File: src/rtl/date_counter_if.sv
// Date bus between the calendar stage and its producer/consumer.
// Carries the load/tick controls and load data into the counter, and the
// current date, display bus, end-of-century flag and load error out of it.
// master : drives load, enable, hourCount, minCount, data_day/month/year
// slave  : date_counter side, drives day, month, year, databus, yearCount,
//          load_err (and weekday when DATE_WEEKDAY_EN is defined)
// Optional feature macro: DATE_WEEKDAY_EN (adds weekday[2:0]).
interface date_counter_if;
   logic        load;
   logic        enable;
   logic        hourCount;
   logic        minCount;
   logic [4:0]  data_day;
   logic [3:0]  data_month;
   logic [6:0]  data_year;
   logic [4:0]  day;
   logic [3:0]  month;
   logic [6:0]  year;
   logic [15:0] databus;
   logic        yearCount;
   logic        load_err;
`ifdef DATE_WEEKDAY_EN
   logic [2:0]  weekday;
`endif

   modport master (
      output load, enable, hourCount, minCount, data_day, data_month, data_year,
`ifdef DATE_WEEKDAY_EN
      input  weekday,
`endif
      input  day, month, year, databus, yearCount, load_err
   );

   modport slave (
      input  load, enable, hourCount, minCount, data_day, data_month, data_year,
`ifdef DATE_WEEKDAY_EN
      output weekday,
`endif
      output day, month, year, databus, yearCount, load_err
   );
endinterface

File: src/rtl/date_counter.sv
// Calendar stage downstream of the 24-hour counter. Holds day/month/year
// (2000..2000+YEAR_MAX) with month lengths and leap years; advances when the
// hour stage wraps 23->0 (hourCount & minCount) and accepts checked loads.
// Ports:
//   clk    system clock, rising edge
//   rst_n  asynchronous reset, active-low (date -> 01/01/2000)
//   bus    date_counter_if.slave: load/enable/hourCount/minCount/data_* in;
//          day/month/year/load_err registered out; databus and yearCount
//          combinational from the registers
// Optional feature macro: DATE_WEEKDAY_EN adds a registered weekday
// output (0=Sun..6=Sat) that tracks ticks and is recomputed on a valid load.
module date_counter #(
   parameter int unsigned YEAR_MAX = 99
) (
   input logic           clk,
   input logic           rst_n,
   date_counter_if.slave bus
);

   localparam int unsigned DAY_W   = 5;
   localparam int unsigned MONTH_W = 4;
   localparam int unsigned YEAR_W  = 7;
   localparam logic [YEAR_W-1:0] YEAR_LAST = YEAR_W'(YEAR_MAX);

   // Days in month m of year offset y; 0 for an illegal month.
   function automatic logic [DAY_W-1:0] mlen(input logic [MONTH_W-1:0] m,
                                             input logic [YEAR_W-1:0]  y);
      logic [DAY_W-1:0] len;
      case (m)
         4'd1, 4'd3, 4'd5, 4'd7, 4'd8, 4'd10, 4'd12: len = 5'd31;
         4'd4, 4'd6, 4'd9, 4'd11:                    len = 5'd30;
         4'd2:    len = (y[1:0] == 2'b00) ? 5'd29 : 5'd28;
         default: len = 5'd0;
      endcase
      return len;
   endfunction

   logic [DAY_W-1:0]   day_q,   day_d;
   logic [MONTH_W-1:0] month_q, month_d;
   logic [YEAR_W-1:0]  year_q,  year_d;
   logic               load_err_q, load_err_d;
   logic               tick_c;
   logic               load_ok_c;

   assign tick_c = bus.hourCount & bus.minCount & ~bus.load;

   // A month of 0 yields mlen 0, so the day bound rejects it as well.
   assign load_ok_c = (bus.data_month >= 4'd1) && (bus.data_month <= 4'd12) &&
                      (bus.data_year <= YEAR_LAST) && (bus.data_day >= 5'd1) &&
                      (bus.data_day <= mlen(bus.data_month, bus.data_year));

`ifdef DATE_WEEKDAY_EN
   logic [2:0]  weekday_q, weekday_d;
   logic [8:0]  doy_base_c;
   logic [15:0] days_c;
   logic [2:0]  load_wday_c;

   // Days in the year before the first of the loaded month (non-leap).
   always_comb begin
      doy_base_c = 9'd0;
      case (bus.data_month)
         4'd2:    doy_base_c = 9'd31;
         4'd3:    doy_base_c = 9'd59;
         4'd4:    doy_base_c = 9'd90;
         4'd5:    doy_base_c = 9'd120;
         4'd6:    doy_base_c = 9'd151;
         4'd7:    doy_base_c = 9'd181;
         4'd8:    doy_base_c = 9'd212;
         4'd9:    doy_base_c = 9'd243;
         4'd10:   doy_base_c = 9'd273;
         4'd11:   doy_base_c = 9'd304;
         4'd12:   doy_base_c = 9'd334;
         default: doy_base_c = 9'd0;
      endcase
   end

   // Days since 01/01/2000: leap years before year y number ceil(y/4),
   // plus this year's Feb 29 once past February. 2000-01-01 was a Saturday.
   assign days_c = 16'(doy_base_c) + 16'(bus.data_day) - 16'd1 +
                   16'(bus.data_year) * 16'd365 +
                   16'((8'(bus.data_year) + 8'd3) >> 2) +
                   16'((bus.data_year[1:0] == 2'b00) && (bus.data_month > 4'd2));
   assign load_wday_c = 3'((days_c + 16'd6) % 16'd7);
`endif

   // Next-state: load (checked) has priority over the rollover tick.
   always_comb begin
      day_d      = day_q;
      month_d    = month_q;
      year_d     = year_q;
      load_err_d = 1'b0;
`ifdef DATE_WEEKDAY_EN
      weekday_d  = weekday_q;
`endif
      if (bus.load) begin
         if (load_ok_c) begin
            day_d   = bus.data_day;
            month_d = bus.data_month;
            year_d  = bus.data_year;
`ifdef DATE_WEEKDAY_EN
            weekday_d = load_wday_c;
`endif
         end else begin
            load_err_d = 1'b1;
         end
      end else if (tick_c) begin
`ifdef DATE_WEEKDAY_EN
         weekday_d = (weekday_q == 3'd6) ? 3'd0 : weekday_q + 3'd1;
`endif
         if (day_q < mlen(month_q, year_q)) begin
            day_d = day_q + 5'd1;
         end else begin
            day_d = 5'd1;
            if (month_q < 4'd12) begin
               month_d = month_q + 4'd1;
            end else begin
               month_d = 4'd1;
               year_d  = (year_q < YEAR_LAST) ? year_q + 7'd1 : 7'd0;
            end
         end
      end
   end

   // Date registers.
   always_ff @(posedge clk or negedge rst_n) begin
      if (!rst_n) begin
         day_q      <= 5'd1;
         month_q    <= 4'd1;
         year_q     <= 7'd0;
         load_err_q <= 1'b0;
`ifdef DATE_WEEKDAY_EN
         weekday_q  <= 3'd6;
`endif
      end else begin
         day_q      <= day_d;
         month_q    <= month_d;
         year_q     <= year_d;
         load_err_q <= load_err_d;
`ifdef DATE_WEEKDAY_EN
         weekday_q  <= weekday_d;
`endif
      end
   end

   assign bus.day       = day_q;
   assign bus.month     = month_q;
   assign bus.year      = year_q;
   assign bus.load_err  = load_err_q;
   assign bus.databus   = bus.enable ? {year_q, month_q, day_q} : 16'h0000;
   assign bus.yearCount = (day_q == 5'd31) && (month_q == 4'd12) && (year_q == YEAR_LAST);
`ifdef DATE_WEEKDAY_EN
   assign bus.weekday   = weekday_q;
`endif

endmodule
File: src/flat_wrapper.sv
// flat-port wrapper written by rule: the top's interface ports become plain ports
module date_counter_flat 
#(
   parameter int unsigned YEAR_MAX = 99
)
  (clk, rst_n, bus_load, bus_enable, bus_hourCount, bus_minCount, bus_data_day, bus_data_month, bus_data_year, bus_day, bus_month, bus_year, bus_databus, bus_yearCount, bus_load_err);
  date_counter_if bus_i ();
  input logic clk;
  input logic rst_n;
  input wire logic [$bits(bus_i.load)-1:0] bus_load;
  input wire logic [$bits(bus_i.enable)-1:0] bus_enable;
  input wire logic [$bits(bus_i.hourCount)-1:0] bus_hourCount;
  input wire logic [$bits(bus_i.minCount)-1:0] bus_minCount;
  input wire logic [$bits(bus_i.data_day)-1:0] bus_data_day;
  input wire logic [$bits(bus_i.data_month)-1:0] bus_data_month;
  input wire logic [$bits(bus_i.data_year)-1:0] bus_data_year;
  output wire logic [$bits(bus_i.day)-1:0] bus_day;
  output wire logic [$bits(bus_i.month)-1:0] bus_month;
  output wire logic [$bits(bus_i.year)-1:0] bus_year;
  output wire logic [$bits(bus_i.databus)-1:0] bus_databus;
  output wire logic [$bits(bus_i.yearCount)-1:0] bus_yearCount;
  output wire logic [$bits(bus_i.load_err)-1:0] bus_load_err;
  assign bus_i.load = bus_load;
  assign bus_i.enable = bus_enable;
  assign bus_i.hourCount = bus_hourCount;
  assign bus_i.minCount = bus_minCount;
  assign bus_i.data_day = bus_data_day;
  assign bus_i.data_month = bus_data_month;
  assign bus_i.data_year = bus_data_year;
  assign bus_day = bus_i.day;
  assign bus_month = bus_i.month;
  assign bus_year = bus_i.year;
  assign bus_databus = bus_i.databus;
  assign bus_yearCount = bus_i.yearCount;
  assign bus_load_err = bus_i.load_err;
  date_counter #(.YEAR_MAX(YEAR_MAX)) u_core (.clk(clk), .rst_n(rst_n), .bus(bus_i));
endmodule
File: config.mk
export PLATFORM = sky130hd
export DESIGN_NAME = date_counter_flat
export DESIGN_NICKNAME = d
export VERILOG_FILES = /design/src/rtl/date_counter_if.sv /design/src/rtl/date_counter.sv /design/src/flat_wrapper.sv
export SDC_FILE = /design/constraint.sdc
export NUM_CORES = 1
export LEC_CHECK = 0
export CORE_ASPECT_RATIO = 0.9
export CORE_MARGIN = 10
export CORE_UTILIZATION = 40
export CTS_BUF_LIST = sky130_fd_sc_hd__clkbuf_8 sky130_fd_sc_hd__clkbuf_16
export CTS_CLUSTER_SIZE = 25
export DETAILED_ROUTE_END_ITERATION = 8
export GPL_TIMING_DRIVEN = 0
export HOLD_SLACK_MARGIN = 0.15
export PLACE_DENSITY = 0.72
export SLEW_MARGIN = 10
export SYNTH_ARGS = -nofsm -noshare
export SYNTH_HDL_FRONTEND = slang
export SYNTH_SLANG_ARGS = --single-unit
File: constraint.sdc
create_clock -name clk -period 4 [get_ports clk]
set_input_delay 0.6 -clock clk [delete_from_list [all_inputs] [get_ports clk]]
set_output_delay 0.6 -clock clk [all_outputs]
set_load 0.05 [all_outputs]
After elaboration in Yosys (flattened, before gate mapping):

Cells that the tools add are included.

* add/subtract/negate cells: 3
* order comparisons: 8
* eq/ne operators: 29
* muxes and demuxes: 24
* bitwise logic cells: 3
* reduce and logical (&&, ||, !) cells: 16

Operators by type and width (count)
* $mux W7: 6
* $eq A4 B4 Y1 const B: 10
* $eq A4 B3 Y1 const B: 8
* $mux W5: 6
* $pmux W5 S3: 2
* $mux W4: 5
* $eq A4 B2 Y1 const B: 4
* $mux W16: 1
* $reduce_or A7 Y1: 2
* $eq A4 B1 Y1 const B: 2
* $reduce_or A4 Y1: 2
* $add A7 B1 Y7 const B: 1
* $eq A7 B7 Y1 const B: 1
* $le A7 B7 Y1 const B: 1
* $lt A7 B7 Y1 const B: 1
* $logic_and A1 B1 Y1: 6
* $add A5 B1 Y5 const B: 1
* $eq A5 B5 Y1 const B: 1
* $ge A5 B1 Y1 const B: 1
* $le A5 B5 Y1: 1
* $lt A5 B5 Y1: 1
* $add A4 B1 Y4 const B: 1
* $ge A4 B1 Y1 const B: 1
* $le A4 B4 Y1 const B: 1
* other kinds (11): 17

* register bits after elaboration: 17
* input bits: 22
* output and inout port bits: 34
* word-level logic and storage cells: 87

Depth between registers and ports, before layout:

Gate-level depths: netlist of run 1.

* depth after elaboration: 9
* mapped depth: 13
* depth with buffers taken out: 11

Worst setup path before layout of run 1:

OpenSTA, ideal clock, no wires.

* path type: reg2out
* start: register u_core.day_q[0] (netlist: u_core.bus.day[0])
* end: output port bus_yearCount
* arrival time: 2.747 ns
* required time: 3.400 ns
* path slack: 0.653 ns
* stages on the path, launching flop included: 6
* buffers on the path: 0
* cell sequence: dfstp_2 -> ha_1 -> and3_1 -> ha_1 -> nand3_1 -> nor4_1

* longest elaborated chain between the ends: 3

RTL lines
* start, declared: line date_counter.sv:38 `logic [DAY_W-1:0] day_q, day_d;`
* start signal, assigned: line date_counter.sv:135 `day_q <= day_d;`
* $eq A5 B5 Y1: line date_counter.sv:150 `assign bus.yearCount = (day_q == 5'd31) && (month_q == 4'd12) && (year_q == YEAR_LAST);`
* $logic_and A1 B1 Y1 (2 in a row): line date_counter.sv:150
* end, declared: line flat_wrapper.sv:21 `output wire logic [$bits(bus_i.yearCount)-1:0] bus_yearCount;`

No other way between the ends.

Worst setup path in the final report of run 1:

* start: input port bus_data_month[2]
* end: register u_core.year_q[0] (netlist: u_core.bus.year[0])

* longest elaborated chain between the ends: 7
* elaborated cells on any way between the ends: 24
* classes of those cells: 3 x order compare; 13 x eq/ne; 1 x mux; 7 x reduce/logical

RTL lines
* start, declared: line flat_wrapper.sv:15 `input wire logic [$bits(bus_i.data_month)-1:0] bus_data_month;`
* $eq A4 B1 Y1 (tied with other cells): line date_counter.sv:29 `case (m)`
* $reduce_or A7 Y1 (tied with other cells): line date_counter.sv:29
* $pmux W5 S3 / $logic_and A1 B1 Y1 (equally long branches): line date_counter.sv:29, date_counter.sv:48
* $le A5 B5 Y1 / $logic_and A1 B1 Y1 (equally long branches): line date_counter.sv:50, date_counter.sv:49
* $logic_and A1 B1 Y1 *: line date_counter.sv:49 `(bus.data_year <= YEAR_LAST) && (bus.data_day >= 5'd1) &&`
* $ne A2 B1 Y1 (no line) *
* $reduce_and A4 Y1 (no line) *
* end signal, assigned: line date_counter.sv:137 `year_q <= year_d;`
* end, declared: line date_counter.sv:40 `logic [YEAR_W-1:0] year_q, year_d;`

Mark *: on every way between the ends. The rest lies on a longest branch, timed or not.
A chain may end at the register's enable or synchronous reset.

==> results of run 1 <==
[cells by family after synthesis]
group	synth area share, %
AOI/OAI and AO/OA	26.3
adders and majority gates	13.1
buffers and inverters	5.08
DFF	26.3
muxes	5.24
and+or+nand+nor	24.0
[Yosys cell counts, drive strengths merged, types with 2 or more instances]
library cell / n / share of area (%)
dfstp: 2 / 3.2
inv: 14 / 3.2
a21o: 3 / 1.4
and3: 3 / 1.2
nand4: 2 / 0.77
nor4: 2 / 0.77
nand2: 12 / 2.8
and2: 16 / 6.2
o31ai: 3 / 1.4
nor2: 9 / 2.2
mux2: 4 / 2.8
o221ai: 4 / 2.2
mux2i: 4 / 2.5
nand3: 12 / 3.7
nor4b: 2 / 1.1
o22a: 2 / 1.1
ha: 17 / 13
o211ai: 12 / 5.5
dfrtp: 15 / 23
a22o: 2 / 1.1
nor3: 2 / 0.62
a2111oi: 2 / 2.2
buf: 3 / 0.92
or3: 4 / 1.5
clkbuf: 4 / 0.92
a21oi: 6 / 1.8
o21ai: 8 / 2.5
a22oi: 3 / 1.4
[final cells by class]
class                   count  area [sq um]  share of cell area, %
plain buffers               7          30.0                   1.32
clock inverters             1          3.75                  0.165
clock buffers               3          41.3                   1.81
multi-input cells         152          1110                   48.9
inverters                  14          52.6                   2.31
repair buffers             55           551                   24.2
flip-flops and latches     17           428                   18.8
well taps                  46          57.6                   2.53
[metal layers]
layer	global-route usage, %	share of wire (%)	vias to the layer above
li1	-	-	842
met1	20.3	45	829
met2	24.3	45	89
met3	4.14	9.1	4
met4	3.82	1.0	0
met5	0	0	-
[through the flow]
stage	util, %	instance area (sq um)	worst slack [ps]
after floorplan	-	1620	653
after global placement	58.6	2230	176
after detailed placement	58.6	2230	171
after CTS	59.8	2280	405
after global routing	59.8	2280	208
final	59.8	2280	369
[how the worst min path moves through the flow]
stage | start | endpoint | slack, ps | cells after the start
after floorplan | rst_n | u_core.bus.day[1] | 300 | 0
after global placement | u_core.bus.day[4] | u_core.bus.day[4] | 610 | 1
after detailed placement | u_core.bus.day[4] | u_core.bus.day[4] | 620 | 1
after CTS | u_core.bus.day[4] | u_core.bus.day[4] | 630 | 1
after global routing | u_core.bus.day[4] | u_core.bus.day[4] | 660 | 1
final | u_core.bus.day[4] | u_core.bus.day[4] | 620 | 1
[sequential cells by signal (all words and copies together), names as in the netlist]
register             count
u_core.bus.year          7
u_core.bus.load_err      1
u_core.bus.day           5
u_core.bus.month         4
[where the power goes]
group	switching, mW	internal, mW
Sequential	0.136	0.263
Clock	0.0644	0.0684
Combinational	0.890	0.514
Total	1.09	0.846
==> impl_metrics.py, run 1 <==
metrics = {
    "die": {
        "io_pins": 56,
        "die_w_microns": 87.2,
        "std_cell_rows": 21,
        "coreArea_sq_um": 3810,
        "die-height_microns": 80.5,
        "die-area_sq_um": 7010,
        "initial_core_util_pct": 42.6,
    },
    "sta": {
        "relSlewSlack_pct": 44.6,
        "skew_ps": 3.99,
        "period_needed_ps": 3630,
        "hold_ws_ps": 624,
        "tightest_slew_ps": 828,
        "final_hold_viol_count": 0,
        "setup-tns-final_ps": 0,
        "rsz0062_at_grt": "false",
        "setup_viol": 0,
        "finalCritPeriodShare_pct": 90.8,
        "slew_viol_final": 0,
        "fmax_ghz": 0.275,
    },
    "flow_run": {
        "maxCapViolations": 0,
    },
    "setup_path": {
        "crit_fanout": 7,
        "path_class": "in -> reg",
        "critPathCapture": "u_core.bus.year[0]",
        "cp_num_buf_inv": 2,
        "crit_cells": 10,
        "crit_path_end_kind": "flop",
        "r2r-end": "u_core.bus.day[0]",
        "slowest_stage": "clkdlybuf4s50_1",
        "cp_data_arrival_time_ps": 3810,
        "cp.required_ps": 4180,
        "cp-start-kind": "primary input",
        "rr_startpoint": "u_core.bus.month[0]",
        "path_cells": "clkdlybuf4s50_1, or3_1, o21ai_1, ha_1, a21oi_1, o221ai_1, a2111oi_4, o21a_1, buf_2, mux2i_1",
        "path_delay_family": "compound AO/OA/AOI/OAI gates",
        "cp-startpoint": "bus_data_month[2]",
        "critPathMaxStageDelay_ps": 510,
        "ff2ff_path_depth": 9,
        "rrSetupSlack_ps": 880,
    },
    "route": {
        "drt_iter0_markers": 217,
        "first_pass_iters": 4,
        "via_per_inst": 5.98,
        "wl_microns": 5410,
        "via_count": 1764,
        "wl_per_cell_microns": 18.4,
        "drtAntennaViolNets": 0,
        "drc": 0,
    },
    "global_route": {
        "antenna_found_initial": 0,
        "grt_pass1_wl_microns": 8890,
        "grt_overflow": 0,
        "grt_usage_pct": 15.4,
        "grt_max_degree": 18,
        "grt_pass1_vias": 1752,
    },
    "final_layout": {
        "areaGrowthSynthToFinish_pct": 40.2,
        "fillers": 362,
        "drive_gt1_share_pct": 5.62,
        "nets": 289,
        "n_antenna_cell": 0,
        "final_common_cell": "clkdlybuf4s50_1",
        "final_cell_mix": "clkdlybuf4s50_1 (55), ha_1 (17), and2_1 (16)",
        "fin_cells": 295,
    },
    "synth": {
        "netlist_area_sq_um": 1620,
        "synthFlopType": "dfrtp_1",
        "synth.yosys.warnings": 0,
        "synthCells": 190,
        "synth_cell_types": 51,
        "async_reset_ff_share_pct": 100,
        "syn_nets": 229,
        "syn_area_per_cell_sq_um": 8.55,
        "synth-edff-count": 0,
        "seq_area_frac_synth_pct": 26.3,
        "yosys_register_bits": 17,
    },
    "place": {
        "io_buffers": 55,
        "gp_congestion": 0.961,
        "dpl.cell_count": 291,
        "hpwlAfterDp_microns": 4280,
    },
    "clocking": {
        "cts_buffers": 3,
        "cts.path.max_buffers": 2,
        "htreeDepth": 1,
        "cts_tree": "built",
        "cts.sink_count": 17,
        "postCtsHoldBufs": 0,
        "cts_resized": 0,
        "root_buffer": "clkbuf_8",
        "cts_setup_buffers": 0,
        "clk_pin_slew_worst_paths_ps": 70,
        "clk_latency_ps": 260,
    },
    "power": {
        "peakVddDrop_mv": 0.450,
        "power_density_nw_per_um2": 850,
        "p_leak_nw": 0.959,
        "finalPower_mw": 1.94,
    },
    "min_path": {
        "hold_class": "reg -> reg",
    },
    "outcome": {
        "status": "completed",
    },
}
(Power assumes the default switching activity.)
==> run 2, diff against run 1 <==
--- a/config.mk
+++ b/config.mk
@@ -5,6 +5,7 @@
 export SDC_FILE = /design/constraint.sdc
 export NUM_CORES = 1
 export LEC_CHECK = 0
+export ABC_AREA = 1
 export CORE_ASPECT_RATIO = 0.9
 export CORE_MARGIN = 10
 export CORE_UTILIZATION = 40
@@ -13,7 +14,8 @@
 export DETAILED_ROUTE_END_ITERATION = 8
 export GPL_TIMING_DRIVEN = 0
 export HOLD_SLACK_MARGIN = 0.15
-export PLACE_DENSITY = 0.72
+export PLACE_DENSITY = 0.7
+export SKIP_CTS_REPAIR_TIMING = 1
 export SLEW_MARGIN = 10
 export SYNTH_ARGS = -nofsm -noshare
 export SYNTH_HDL_FRONTEND = slang
==> impl_metrics.py, run 2 <==
metrics = {
    "sta": {
        "period_needed_ps": 3160,
        "finalCritPeriodShare_pct": 78.9,
        "skew_ps": 3.24,
        "hold_ws_ps": 514,
        "fin_ws_ps": 843,
        "relSlewSlack_pct": 46.0,
        "fmax_ghz": 0.317,
        "rsz0062_at_grt": "false",
        "slew_viol_final": 0,
        "tightest_slew_ps": 807,
        "setup-tns-final_ps": 0,
        "final_hold_viol_count": 0,
        "setup_viol": 0,
    },
    "die": {
        "std_cell_rows": 23,
        "io_pins": 56,
        "die-area_sq_um": 7560,
        "initial_core_util_pct": 40.7,
        "die_w_microns": 90.5,
        "die-height_microns": 83.5,
        "coreArea_sq_um": 4400,
    },
    "global_route": {
        "grt_max_degree": 18,
        "grtUsageMet3_pct": 4.59,
        "grt_usage_pct": 13.7,
        "grt_overflow": 0,
        "grt_pass1_wl_microns": 8870,
        "grt_util_met2_pct": 22.3,
        "grtUsageMet1_pct": 17.6,
        "antenna_found_initial": 0,
        "grt_busiest_layer": "met2",
        "grt_pass1_vias": 1843,
    },
    "final_layout": {
        "final_common_cell": "nand2_1",
        "nets": 367,
        "n_antenna_cell": 0,
        "utilization_pct": 55.6,
        "fin_cells": 389,
        "drive_gt1_share_pct": 8.87,
        "stdcell_area_sq_um": 2450,
        "areaGrowthSynthToFinish_pct": 36.5,
        "largest_reg_flops": 7,
        "final_cell_mix": "nand2_1 (100), clkdlybuf4s50_1 (53), inv_1 (34)",
    },
    "setup_path": {
        "crit_cells": 15,
        "cp_data_arrival_time_ps": 3350,
        "cp_num_buf_inv": 1,
        "rrSetupSlack_ps": 840,
        "path_class": "reg -> reg",
        "path_delay_family": "simple AND/OR/NAND/NOR gates",
        "path_cells": "inv_1, ha_1, or2_1, nand2_1, nand2_1, a211oi_2, a21boi_0, ha_1, nand4_1, nand3_1, a21oi_4, nand2_8, nand3_4, nand2_1, nand2_1",
        "crit_path_end_kind": "flop",
        "cp.required_ps": 4200,
        "cp-start-kind": "flop",
        "ff2ff_path_depth": 15,
        "slowest_stage": "dfstp_2",
        "crit_fanout": 10,
        "crit_top_cell": "nand2_1",
        "critPathMaxStageDelay_ps": 580,
    },
    "route": {
        "via_count": 1857,
        "drt_iter0_markers": 93,
        "drtAntennaViolNets": 0,
        "wl_microns": 5100,
        "first_pass_iters": 4,
        "via_per_inst": 4.77,
        "drc": 0,
        "wl_per_cell_microns": 13.1,
    },
    "place": {
        "dpl_cell_area_sq_um": 2400,
        "gp_congestion": 0.878,
        "hpwlAfterDp_microns": 4130,
        "io_buffers": 53,
        "post-place-ws_ps": 840,
        "dpl.cell_count": 385,
    },
    "synth": {
        "synthTopCellsByArea": "dfrtp_1 (21%), nand2_1 (21%), ha_1 (12%)",
        "syn_nets": 309,
        "synth-edff-count": 0,
        "synth.yosys.warnings": 0,
        "synth_top_cell_by_area": "dfrtp_1",
        "ys_top_cells_by_count": "nand2_1 (100), inv_1 (34), nand3_1 (21)",
        "synthFlopType": "dfrtp_1",
        "yosys_register_bits": 17,
        "netlist_area_sq_um": 1790,
        "synthCells": 270,
        "syn_area_per_cell_sq_um": 6.64,
        "synth_cell_types": 35,
        "async_reset_ff_share_pct": 100,
        "synth_top_area_share_pct": 20.9,
        "yosysMostFrequentCell": "nand2_1",
        "seq_area_frac_synth_pct": 23.9,
    },
    "clocking": {
        "clk_pin_slew_worst_paths_ps": 70,
        "cts_tree": "built",
        "root_buffer": "clkbuf_8",
        "cts.sink_count": 17,
        "clk_latency_ps": 250,
        "htreeDepth": 1,
        "cts_buffers": 3,
        "cts.path.max_buffers": 2,
    },
    "power": {
        "p_sw_mw": 1.08,
        "peakVddDrop_mv": 0.429,
        "pwr-share-comb_pct": 73.2,
        "p_int_uw": 797,
        "netSwitchingFraction_pct": 57.5,
        "finalPower_mw": 1.88,
        "p_leak_nw": 1.28,
        "power_density_nw_per_um2": 767,
        "seq_power_share_pct": 19.8,
        "clockPowerShare_pct": 7.0,
    },
    "outcome": {
        "status": "completed",
    },
    "flow_run": {
        "maxCapViolations": 0,
    },
    "min_path": {
        "holdPathStages": 2,
        "hold_class": "reg -> reg",
    },
}
-- run 2: cell types whose count changed in the layout (fill, tap and decap cells not counted), moves of 6 or more --
cell      delta
and2_1      -16
nand2_1     +88
nand4_1      +7
o211ai_1    -12
nand3_1      +9
inv_1       +20
nor2_1       +6
-- run 2: final timing paths --
check / start / to
worst min-delay path: u_core.bus.month[0] / u_core.bus.month[0]
worst min register to register: u_core.bus.month[0] / u_core.bus.month[0]
max in group asynchronous: rst_n / u_core.bus.month[3]
worst max register to register: u_core.bus.month[0] / u_core.bus.year[1]
worst max-delay path: u_core.bus.month[0] / u_core.bus.year[1]
min in group asynchronous: rst_n / u_core.bus.year[4]
-- run 2: logic make-up (layout without fill, tap and decap cells) --
kind of cell / Yosys count / count (layout) / synth area share [%]
buf+inv: 45 / 102 / 11.1
simple gates: 163 / 163 / 42.4
xor+xnor: 6 / 6 / 2.93
compound gates: 22 / 22 / 7.82
flops: 17 / 17 / 23.9
fa+ha+maj: 17 / 17 / 11.9
-- run 2: layout make-up --
type	instances	area, sq um
Fill cell	445	1960
Multi-Input combinational cell	208	1160
Timing Repair Buffer	53	531
Sequential cell	17	428
Inverter	38	143
Tap cell	62	77.6
Buffer	7	56.3
Clock buffer	3	41.3
Clock inverter	1	5.00
-- run 2: metal layers --
| layer | vias to the layer above | routed length [microns] |
|---|---|---|
| met5 | - | 0 |
| met2 | 44 | 2290 |
| met4 | 0 | 14 |
| met3 | 4 | 390 |
| li1 | 979 | - |
| met1 | 830 | 2410 |
-- run 2: power groups by stage --
stage	Sequential [mW]	Combinational, mW	Clock (mW)
after global placement	0.374	1.37	0
after CTS	0.371	1.39	0.138
after global routing	0.388	1.52	0.145
final	0.372	1.37	0.132
after detailed placement	0.374	1.38	0
after floorplan	0.601	0.759	0
-- run 2: worst min-delay path, cell delays in order, from the launching register on --
cell and delay [ps]:
dfstp_2 400, nand2_1 60, o21ai_1 50
